<file path="config.mk">
export PLATFORM = sky130hd
export DESIGN_NAME = craft_round_ctrl
export DESIGN_NICKNAME = d
export VERILOG_FILES = /design/src/rtl/craft_pkg.sv /design/src/rtl/craft_rc_lfsr.sv /design/src/rtl/craft_round_ctrl.sv
export SDC_FILE = /design/constraint.sdc
export NUM_CORES = 1
export LEC_CHECK = 0
export CAP_MARGIN = 20
export CORE_ASPECT_RATIO = 1.2
export CORE_MARGIN = 5
export CORE_UTILIZATION = 25
export DETAILED_ROUTE_END_ITERATION = 7
export PLACE_DENSITY = 0.54
export RECOVER_POWER = 25
export SETUP_SLACK_MARGIN = 0.02
export SLEW_MARGIN = 20
export SYNTH_ARGS = -nofsm -noshare
export SYNTH_HDL_FRONTEND = slang
export SYNTH_HIERARCHICAL = 1
export SYNTH_SLANG_ARGS = --single-unit
</file>
<file path="constraint.sdc">
create_clock -name clk -period 3.2 [get_ports clk]
set_input_delay 0.32 -clock clk [delete_from_list [all_inputs] [get_ports clk]]
set_output_delay 0.32 -clock clk [all_outputs]
set_load 0.02 [all_outputs]
</file>
<file path="src/rtl/craft_pkg.sv">
// rtl/craft_pkg.sv - shared constants, state encoding and round-constant LFSR steps for CRAFT
package craft_pkg;

  localparam int CRAFT_ROUNDS  = 32;
  localparam int CRAFT_NIBBLES = 16;

  localparam logic [3:0] RC_A_INIT = 4'h1;
  localparam logic [2:0] RC_B_INIT = 3'h1;

  localparam logic [1:0] IDLE = 2'd0;
  localparam logic [1:0] RUN  = 2'd1;
  localparam logic [1:0] DONE = 2'd2;

  typedef enum logic [1:0] {
    ST_IDLE = IDLE,
    ST_RUN  = RUN,
    ST_DONE = DONE
  } state_t;

  function automatic logic [3:0] rc_a_step(input logic [3:0] a);
    return {a[1] ^ a[0], a[3:1]};
  endfunction

  function automatic logic [2:0] rc_b_step(input logic [2:0] b);
    return {b[1] ^ b[0], b[2:1]};
  endfunction

endpackage

</file>
<file path="src/rtl/craft_rc_lfsr.sv">
// rtl/craft_rc_lfsr.sv - paired 4-bit/3-bit LFSRs producing the 8-bit CRAFT round constant
module craft_rc_lfsr
  import craft_pkg::*;
(
  input  logic       clk,
  input  logic       rst,
  input  logic       load,
  input  logic       step,
  output logic [7:0] rc
);

  logic [3:0] a;
  logic [2:0] b;

  // load wins over step so a restart always begins from RC0
  always_ff @(posedge clk or posedge rst) begin
    if (rst) begin
      a <= RC_A_INIT;
      b <= RC_B_INIT;
    end else if (load) begin
      a <= RC_A_INIT;
      b <= RC_B_INIT;
    end else if (step) begin
      a <= rc_a_step(a);
      b <= rc_b_step(b);
    end
  end

  assign rc = {a, 1'b0, b};

endmodule

</file>
<file path="src/rtl/craft_round_ctrl.sv">
// rtl/craft_round_ctrl.sv - round/nibble sequencer driving the CRAFT key register and AddConstant
module craft_round_ctrl
  import craft_pkg::*;
#(
  parameter int NUM_ROUNDS   = CRAFT_ROUNDS,
  parameter int ROUND_CYCLES = CRAFT_NIBBLES,
  parameter int RW           = 8
) (
  input  logic          clk,
  input  logic          rst,
  input  logic          start,
  input  logic          stall,
  output logic          busy,
  output logic          done,
  output logic          en,
  output logic          ck0,
  output logic [RW-1:0] r,
  output logic [3:0]    nib_idx,
  output logic [7:0]    rc,
  output logic          last_round
);

  localparam logic [3:0]    NIB_LAST   = 4'(ROUND_CYCLES - 1);
  localparam logic [RW-1:0] ROUND_LAST = RW'(NUM_ROUNDS - 1);

  state_t state, state_next;
  logic   accept;
  logic   advance;
  logic   nib_last;
  logic   round_last;

  assign accept     = (state == ST_IDLE) & start;
  assign advance    = (state == ST_RUN) & ~stall;
  assign nib_last   = (nib_idx == NIB_LAST);
  assign round_last = (r == ROUND_LAST);

  always_ff @(posedge clk or posedge rst) begin
    if (rst) state <= ST_IDLE;
    else     state <= state_next;
  end

  always_comb begin
    state_next = state;
    case (state)
      ST_IDLE: if (start) state_next = ST_RUN;
      ST_RUN:  if (advance && nib_last && round_last) state_next = ST_DONE;
      ST_DONE: state_next = ST_IDLE;
      default: state_next = ST_IDLE;
    endcase
  end

  // On the final nibble of the final round the counters hold; DONE takes over
  always_ff @(posedge clk or posedge rst) begin
    if (rst) begin
      r       <= '0;
      nib_idx <= '0;
    end else if (accept) begin
      r       <= '0;
      nib_idx <= '0;
    end else if (advance) begin
      if (nib_last) begin
        if (!round_last) begin
          nib_idx <= '0;
          r       <= r + 1'b1;
        end
      end else begin
        nib_idx <= nib_idx + 1'b1;
      end
    end
  end

  craft_rc_lfsr u_rc_lfsr (
    .clk  (clk),
    .rst  (rst),
    .load (accept),
    .step (advance & nib_last & ~round_last),
    .rc   (rc)
  );

  assign busy       = (state == ST_RUN);
  assign done       = (state == ST_DONE);
  assign en         = busy & ~stall;
  assign ck0        = busy & (nib_idx == 4'd0);
  assign last_round = busy & round_last;

endmodule

</file>
==> metrics <==
# diodes 0; R2R Path End u_rc_lfsr/a[2]$_DFFE_PP0P_; number of buffers created by CTS 3; clk sinks 21; Min Clock Period, post-route 2.62 ns; PwrDens 565 nW/µm²; Antenna Nets Post-Route 0; Crit. Startpoint r[0]$_DFFE_PP0P_; Data required, critical path 2.88 ns; Syn-to-layout area delta 31.7%; initial core utilization 25.5%; R2R Path Start nib_idx[1]$_DFFE_PP0P_; Post-CTS Setup Bufs 0; clk root buf clkbuf_8; setup_tns 0 ns; sequential share of the synthesized area 45.8%; FF-to-FF path depth 7; die height 84.4 µm; critical path depth 5; initial DRC count 51; first drt pass iteration count 4; gpl congestion 0.800; Buf+Inv Stages, Crit Path 1; cell area after synthesis 1150 µm²; CTS tree yes; fill count 499; number of synthesized register bits 21; I/O pin cnt 29; cell count after synthesis 116; Max H-tree Level 1; Clock Path Buffers 2; drt total wl 2820 µm; Setup crit end last_round; drc violations 0; R2R Setup Slk 1.05 ns; ys async rst share 100%; VDD IR-drop max 0.193 mV; CP top delay family simple AND/OR/NAND/NOR gates; P_leak 0.637 nW; worst skew pair latency 0.26 ns; most frequent cells in the layout clkdlybuf4s50_1 (26), dfrtp_1 (19), nand3_1 (10), nor2_1 (10), inv_1 (9); achievable frequency 381 MHz; CP Class reg -> out; crit start category register; RSZ-0062 raised after global routing no; Final Power 857 µW; top_reg_cell synth dfrtp_1; hold_buf cts 0; antenna violations before repair 0; worst stage delay on the critical path 0.62 ns; Total GRT Usage 9.68%; Avg WL per Cell 13.9 µm; IO Port Bufs 27; count of pins over their slew limit 0; full die area 6070 µm²; HPWL after DPL 2110 µm; DR vias 961; Synth Warn # 6; number of synthesized flops with an enable pin 0; library cells used by synthesis 35; Setup Viol. Count Final 0; hold slack 0.460 ns; CP max FO 5; Final Hold Fails 0; gr ovfl total 0; row count 27; period utilization 81.9%; slew of the pin with the lowest slew margin 0.566 ns; min-delay worst type in -> async; nets 152; layout cells sized above 1 9.72%; via/cell ratio 4.76; most common cell after layout, fill and taps aside clkdlybuf4s50_1; largest net degree at the start of global routing 15; synthesized area per cell 9.93 µm²; critical path endpoint category output pin; status finished clean; Critical Path, Cell by Cell ha_1, nand2_1, or3_1, nor2_1, clkdlybuf4s50_1; core box area 4530 µm²; Post-Route Skew 0.00119 ns; max-cap viol count 0; Die W 72.0 µm; Slew headroom 62.2%; PostCTS Resize Cnt 0; Post-Place Cells 198; non-filler cells, final 202; Reg clk slew, reported paths 0.08 ns; crit path DAT 2.30 ns; syn nets 123; vias in the first global route 985; slowest cell on the critical path clkdlybuf4s50_1; first-pass GRT wire length 4640 µm
registers in the layout (all words and copies together) (netlist names):
| register | flops |
|---|---|
| nib_idx | 4 |
| r | 8 |
| state | 2 |
| u_rc_lfsr/a | 4 |
| u_rc_lfsr/b | 3 |
routing by layer:
layer	up-vias	part of all wire [%]	wire length (µm)	track usage (%)
met1	463	45	1260	11.8
met2	31	46	1300	15.6
met5	-	0	0	0
li1	462	-	-	-
met3	5	7.4	207	3.11
met4	0	1.6	46	4.10
kinds of logic after synthesis:
| logic type | Yosys count | synth area share [%] |
|---|---|---|
| and+or+nand+nor | 49 | 26.0 |
| DFF | 21 | 45.8 |
| AOI/OAI and AO/OA | 20 | 11.5 |
| buffers and inverters | 13 | 5.54 |
| muxes | 7 | 6.08 |
| adders and majority gates | 3 | 3.26 |
| xor gates and xnor gates | 2 | 1.52 |
| other | 1 | 0.325 |
cells in the mapped netlist, types with 3 or more instances:
library cell,n,area [µm²]
a21oi_1,6,30.0
dfrtp_1,19,475
ha_1,3,37.5
inv_1,9,33.8
mux2i_1,7,70.1
nand2_1,8,30.0
nand3_1,10,50.1
nor2_1,10,37.5
nor3_1,3,15.0
o21ai_0,6,30.0
per-stage QoR:
stage	instance area, µm²	setup WS (ns)	utilization (%)
finish	1520	0.579	33.5
global route	1520	0.424	33.5
CTS	1520	0.571	33.5
detailed placement	1470	0.774	32.5
global placement	1470	0.823	32.5
floorplan	1150	1.28	-
worst min path at each step:
stage                                           from                         end  slack (ns)
after floorplan                                  rst  u_rc_lfsr/a[1]$_DFFE_PP0P_        0.12
after CTS                                        rst  u_rc_lfsr/a[2]$_DFFE_PP0P_        0.33
after global routing                             rst  u_rc_lfsr/a[2]$_DFFE_PP0P_        0.50
final                                            rst  u_rc_lfsr/a[2]$_DFFE_PP0P_        0.46
after detailed placement  u_rc_lfsr/b[2]$_DFFE_PP0P_  u_rc_lfsr/b[1]$_DFFE_PP0P_        0.55
after global placement    u_rc_lfsr/b[1]$_DFFE_PP0P_  u_rc_lfsr/b[0]$_DFFE_PP1P_        0.54
area by class of cell:
type                    count  area, µm²  area share, %
clock buffers               4       45.0           2.97
inverters                   9       33.8           2.23
well taps                  58       72.6           4.78
flip-flops and latches     21        528           34.8
multi-input cells          82        561           36.9
repair buffers             28        278           18.3
power by group:
group | total, mW | switching (mW) | internal, mW | leakage (nW)
logic | 0.303 | 0.156 | 0.147 | 0.344
registers | 0.377 | 0.0600 | 0.317 | 0.270
clock network | 0.178 | 0.0887 | 0.0889 | 0.0228
total | 0.857 | 0.304 | 0.553 | 0.637
No activity file was read; power rests on OpenSTA's default activity.
